<file path="config.mk">
export PLATFORM = sky130hd
export DESIGN_NAME = dram_line_requester
export DESIGN_NICKNAME = d
export VERILOG_FILES = /design/src/rtl/dram_line_requester.sv
export SDC_FILE = /design/constraint.sdc
export NUM_CORES = 1
export LEC_CHECK = 0
export ABC_AREA = 1
export ABC_CLOCK_PERIOD_IN_PS = 2450
export CORE_AREA = 2 2 250 252
export DETAILED_ROUTE_END_ITERATION = 10
export DIE_AREA = 0 0 252 254
export PLACE_DENSITY = 0.7
export SLEW_MARGIN = 25
export SYNTH_ARGS = -nofsm -noshare
export SYNTH_HDL_FRONTEND = slang
export SYNTH_SLANG_ARGS = --single-unit
</file>
<file path="constraint.sdc">
create_clock -name CLK -period 2.45 [get_ports CLK]
set_input_delay 0.245 -clock CLK [delete_from_list [all_inputs] [get_ports CLK]]
set_output_delay 0.245 -clock CLK [all_outputs]
set_load 0.02 [all_outputs]
</file>
<file path="src/rtl/dram_line_requester.sv">
// Cache-line requester toward the DRAM control unit: turns one fill or writeback
// into WORDS_PER_LINE word transactions over the dREN/dWEN/ram_wait handshake.
module dram_line_requester #(
    parameter int unsigned WORD_W         = 32,
    parameter int unsigned ADDR_W         = 32,
    parameter int unsigned WORDS_PER_LINE = 8
) (
    input  logic                             CLK,
    input  logic                             rst,
    input  logic                             req_valid,
    output logic                             req_ready,
    input  logic                             req_write,
    input  logic [ADDR_W-1:0]                req_addr,
    input  logic [WORD_W*WORDS_PER_LINE-1:0] req_wdata,
    output logic                             resp_valid,
    output logic [WORD_W*WORDS_PER_LINE-1:0] resp_rdata,
    output logic                             dREN,
    output logic                             dWEN,
    output logic [ADDR_W-1:0]                address,
    output logic [WORD_W-1:0]                ramstore,
    input  logic [WORD_W-1:0]                ramload,
    input  logic                             ram_wait,
    output logic                             busy
);

    localparam int unsigned IW     = $clog2(WORDS_PER_LINE);
    localparam int unsigned OB     = $clog2(WORD_W / 8);
    localparam int unsigned LB     = IW + OB;
    localparam int unsigned LINE_W = WORD_W * WORDS_PER_LINE;

    localparam logic [1:0] IDLE  = 2'd0;
    localparam logic [1:0] READ  = 2'd1;
    localparam logic [1:0] WRITE = 2'd2;
    localparam logic [1:0] DONE  = 2'd3;

    logic [1:0]        state;
    logic [ADDR_W-1:0] base;
    logic [LINE_W-1:0] line;
    logic [LINE_W-1:0] rdata;
    logic [IW-1:0]     idx;
    logic              last;

    assign last = (idx == IW'(WORDS_PER_LINE - 1));

    always_ff @(posedge CLK) begin
        if (rst) begin
            state <= IDLE;
            base  <= '0;
            line  <= '0;
            rdata <= '0;
            idx   <= '0;
        end else begin
            case (state)
                IDLE: begin
                    if (req_valid) begin
                        base  <= {req_addr[ADDR_W-1:LB], {LB{1'b0}}};
                        line  <= req_wdata;
                        idx   <= '0;
                        state <= req_write ? WRITE : READ;
                    end
                end
                READ, WRITE: begin
                    // A word completes only when the controller is not stalling us.
                    if (!ram_wait) begin
                        if (state == READ) begin
                            rdata[idx*WORD_W +: WORD_W] <= ramload;
                        end
                        idx <= idx + IW'(1);
                        if (last) begin
                            state <= DONE;
                        end
                    end
                end
                DONE:    state <= IDLE;
                default: state <= IDLE;
            endcase
        end
    end

    always_comb begin
        dREN       = (state == READ);
        dWEN       = (state == WRITE);
        busy       = (state != IDLE);
        req_ready  = (state == IDLE);
        resp_valid = (state == DONE);
        resp_rdata = rdata;
        address    = '0;
        ramstore   = '0;
        if (dREN || dWEN) begin
            address = base + (ADDR_W'(idx) << OB);
        end
        if (dWEN) begin
            ramstore = line[idx*WORD_W +: WORD_W];
        end
    end

endmodule
</file>
Word level (Yosys, flattened, before mapping)
Cells that the tools add are included.
{"block": "totals", "ram_bits": 0, "elab_cells": 39, "rom_bits": 0, "ff_bits": 544, "n_memories": 0, "latch_bits": 0, "out_inout_bits": 325}
{"block": "op_classes", "muxes": 11, "add_sub_neg": 3, "n_lt_le_gt_ge": 0, "div": 0, "n_mul": 0, "shift": 3, "eq_ne": 7, "bitwise": 1, "reduce_logical": 9}
{"op": "$bwmux 256", "count": 1}
{"op": "$shift 32x34->256 const A", "count": 1}
{"op": "$shiftx 256x9->32", "count": 1}
{"op": "$shiftx 32x34->256", "count": 1}
{"op": "$mux 32", "count": 2}
{"op": "$neg 8->34", "count": 1}
{"op": "$add 32x5->32", "count": 1}
{"op": "$reduce_and 3->1", "count": 3}
{"op": "$mux 2", "count": 4}
{"op": "$mux 3", "count": 2}
{"op": "$ne 2x2->1 const B", "count": 3}
{"op": "$pmux 2 s3", "count": 1}
{"op": "$pmux 3 s2", "count": 1}
{"op": "$eq 2x2->1 const B", "count": 2}
{"op": "$reduce_bool 2->1", "count": 2}
{"op": "$add 3x1->3 const B", "count": 1}
{"op": "$eq 3x3->1 const B", "count": 1}
{"op": "$eq 2x1->1 const B", "count": 1}
{"op": "$logic_not 2->1", "count": 1}
{"op": "$reduce_and 2->1", "count": 1}
{"op": "$reduce_or 2->1", "count": 1}
{"op": "$logic_or 1x1->1", "count": 1}
{"op": "$not 1->1", "count": 1}

Logic depth before layout (Yosys ltp)
{"block": "logic_depth", "ltp_word": 4, "depth_mapped": 14, "depth_no_buf": 10}

Worst setup path before layout
Ideal clock, no wire load.
{"block": "synth_path", "path_type": "register to register", "from": "reg idx[0]", "to": "reg rdata[235] (netlist: resp_rdata[235])", "synth_period_minus_slack_ns": 2.535, "arrival_time_ns": 2.419, "path_slack_ns": -0.085, "n_path_buf": 4, "stages_incl_launch_ff": 14, "cell_sequence": "dfxtp_1 > buf_6 > inv_2 > buf_2 > buf_2 > ha_1 > ha_1 > inv_1 > nand2_1 > nor2_1 > nand2_1 > clkbuf_2 > o21ai_0 > nor2_1"}
{"block": "synth_between", "elab_chain_len": 3}
{"item": "from (decl)", "line_no": "40", "rtl": "logic [IW-1:0] idx;"}
{"item": "from (signal assigned)", "line_no": "68", "rtl": "idx <= idx + IW'(1);"}
{"item": "$neg 8->34 (*)", "line_no": "66", "rtl": "rdata[idx*WORD_W +: WORD_W] <= ramload;"}
{"item": "$shiftx 32x34->256 / $shift 32x34->256 (equally long branches)", "line_no": "66"}
{"item": "$bwmux 256 (*)", "line_no": "66"}
{"item": "to (signal, indexed assignment)", "line_no": "66"}
{"item": "to (decl)", "line_no": "39", "rtl": "logic [LINE_W-1:0] rdata;"}
Mark *: on every way between the ends. The rest lies on a longest branch, timed or not.
A chain may end at the register's enable or synchronous reset.

Worst setup path in the final report
{"block": "layout_path", "from": "reg idx[0]", "to": "out ramstore[15]"}
{"block": "layout_between", "elab_chain_len": 2}
{"item": "$shiftx 256x9->32", "line_no": "93", "rtl": "ramstore = line[idx*WORD_W +: WORD_W];"}
{"item": "$mux 32", "line_no": "92", "rtl": "if (dWEN) begin"}
{"item": "to (decl)", "line_no": "20", "rtl": "output logic [WORD_W-1:0] ramstore,"}
No other way between the ends.

==> results.toml <==
[run_status]
status = "finished, violations left"
violations = "negative setup slack"

[routing]
wl_per_cell_um = 18.6
drtAntennaViolNets = 0
drc = 0
wl_met2_um = 44800
dr.max_layer_used = "met5"
drtIter0Drc = 1420
dr_wl_met3_um = 7440
wl_met1_um = 35700
drt-total-wl_um = 92900
vias_per_cell = 4.96
via_count = 24800
firstDrtPassIters = 5

[timing]
rsz0062_at_grt = "yes"
whs_ns = 0.249
max_freq_ghz = 0.397
fin_ws_ns = -0.0708
drv_slew = 0
fin_crit_sh_pct = 103
slew_headroom_pct = 51.7
post-route-min-period_ns = 2.52
skew_ns = 0.0174
finalHoldViolations = 0
tightest_slew_ns = 0.717
setup_viol = 1

[setup_path]
worst_setup_path_end_kind = "output pin"
worstPathRequired_ns = 2.20
crit_path_start_kind = "flop"
critPathKind = "reg -> out"
worstPathMaxFanout = 21
crit_arrival_ns = 2.28

[clocking]
cts_tree = "built"
cts_root_buf = "clkbuf_16"
cts_made_buffers = 58
path_clk_slew_ns = 0.06
hold_buffers = 0
cts.htree.levels = 2
clk_latency_ns = 0.61
clock-sinks = 544
cts.path.max_buffers = 3

[die]
io_pins = 650
die-area_um2 = 64000
die_y_um = 254
num_rows = 91
dieWidth_um = 252
initial_core_util_pct = 38.9
core_um2 = 61300

[synthesis]
syn_area_per_cell_um2 = 6.61
synthTopCellsByArea = "dfxtp_1, nor2_1, o21ai_0"
yosys.cell_types.count = 26
synth_area_um2 = 23800
ys_seq_elements = 544
ys_seq_area_share_pct = 45.7
yosys_warnings = 0
synth_top_area_cell = "dfxtp_1"
post-synth-top-area-fraction_pct = 45.7
synthCells = 3602

[pwr]
p_leak_nw = 15.0
p_per_area_nw_per_um2 = 935
power_switching_mw = 11.9
pwr-share-seq_pct = 34.3
switching_share_pct = 37.6
p_int_mw = 19.8
vdd_drop_max_mv = 0.530
clkPwrFrac_pct = 27.9
combPwrFrac_pct = 37.8
power.total_mw = 31.7

[grt]
grt_pass1_vias = 22900
grt_usage_pct = 27.9
antenna_found_initial = 15
grt_pass1_wl_um = 136000
grt_max_degree = 104
grt.overflow.total = 0

[layout]
final_util_pct = 55.4
syn2layout_area_growth_pct = 42.4
drive_gt1_share_pct = 7.48
nNetsFinal = 4489
n_fill_cell = 5955
stdcell_count = 4999

[placement]
post-place-ws_ns = 0.0871
place_hpwl_um = 64400
port_buffers = 642
gp_congestion = 0.921
placed_cells = 4855

[min_path]
hold_class = "in -> reg"

[job]
drv_cap = 0
-- worst paths after layout --
path | end | cells after the start | from | slack, ns
hold reg to reg | line[187] | 2 | line[187] | 0.45
setup reg to reg | resp_rdata[140] | 10 | idx[0] | 0.19
setup / recovery | ramstore[15] | 7 | idx[0] | -0.07
hold / removal | line[221] | 3 | req_wdata[221] | 0.25
-- cell usage in the layout, fill, tap and decap left out, types with 3 or more instances in the layout --
cell type / count
clkbuf_1: 19
clkbuf_8: 15
clkdlybuf4s15_1: 12
a21oi_1: 196
diode_2: 10
nand3_1: 139
dlygate4sd2_1: 15
nand2_4: 8
buf_6: 11
o21ai_0: 403
nand3_2: 10
buf_4: 78
bufbuf_16: 3
bufinv_16: 3
o21ai_1: 84
nand2_1: 476
ha_1: 11
inv_1: 311
nor2_2: 32
nor2_4: 6
buf_16: 12
clkbuf_16: 63
clkbuf_2: 3
clkdlybuf4s50_1: 578
clkinv_2: 7
nor2_1: 1070
nand3b_1: 25
buf_12: 35
dfxtp_1: 541
nand2_2: 7
-- layer usage --
metal	global-route usage, %	vias up
li1	-	12300
met1	32.2	11300
met2	48.2	953
met3	6.48	208
met4	14.4	12
met5	0	-
-- flip-flops by register name, summed over array words and instances (netlist names) --
| signal | flops |
|---|---|
| state | 2 |
| resp_rdata | 256 |
| line | 256 |
| idx | 3 |
| base | 27 |
-- through the flow --
step	TNS (ns)	cell area (um^2)
after global routing	-0.447	33900
after global placement	0	31200
after CTS	-1.01	33600
after detailed placement	0	31200
after floorplan	0	23800
final	-0.0708	33900
-- cell usage after synthesis --
| cell | instances |
|---|---|
| ha_1 | 11 |
| or2_2 | 1 |
| a21oi_1 | 196 |
| nand2_1 | 487 |
| nand3_1 | 150 |
| inv_2 | 5 |
| nor3_1 | 1 |
| clkbuf_1 | 161 |
| nor2_8 | 1 |
| o21ai_0 | 417 |
| nor2_4 | 1 |
| nor2_1 | 1107 |
| buf_6 | 2 |
| a21oi_4 | 1 |
| nand2_4 | 3 |
| nand2_2 | 1 |
| o21a_1 | 1 |
| o21ai_1 | 72 |
| buf_4 | 9 |
| dfxtp_1 | 544 |
| inv_1 | 311 |
| conb_1 | 1 |
| nand3b_1 | 25 |
| buf_2 | 71 |
| clkbuf_2 | 3 |
| buf_1 | 20 |
-- logic make-up (layout without fill, tap and decap cells) --
family	Yosys count	in the layout	synth area share [%]
flip-flops	544	544	45.7
buffers and inverters	582	1178	9.77
adder cells (fa/ha/maj)	11	11	0.578
other	1	12	0.0157
AND/OR/NAND/NOR	1777	1777	29.4
AO/OA/AOI/OAI	687	687	14.5
-- layout make-up --
type | count | area, um^2 | share of cell area, %
inverter | 316 | 1210 | 3.56
sequential | 544 | 10900 | 32.1
clock buffer | 93 | 1750 | 5.17
tap | 790 | 988 | 2.92
antenna | 10 | 25.0 | 0.0738
clock inverter | 13 | 149 | 0.439
timing repair buffer | 756 | 8040 | 23.7
multi-input combinational | 2477 | 10800 | 32.0
-- power by group through the flow --
stage	clock, mW	combinational (mW)	sequential (mW)
after floorplan	0	6.45	11.1
after global placement	0	10.6	11.0
after detailed placement	0	10.7	11.0
after CTS	9.01	11.6	10.8
after global routing	9.33	13.1	11.0
final	8.86	12.0	10.9
-- critical path, cell delays in order, from the launching register on --
cell     delay [ns]
dfxtp_4        0.44
inv_8          0.10
buf_16         0.17
nor2_1         0.09
o21ai_0        0.10
nor2_1         0.38
nor2_1         0.14
buf_2          0.21
-- repair_timing --
item | CTS | global route
pin swaps | 9 | 21
endpoints found under the setup margin | 62 | 50
gates resized for setup | 219 | 91
cloned | 11 | 4
setup buffers | 8 | 6
No activity file was read; power rests on OpenSTA's default activity.
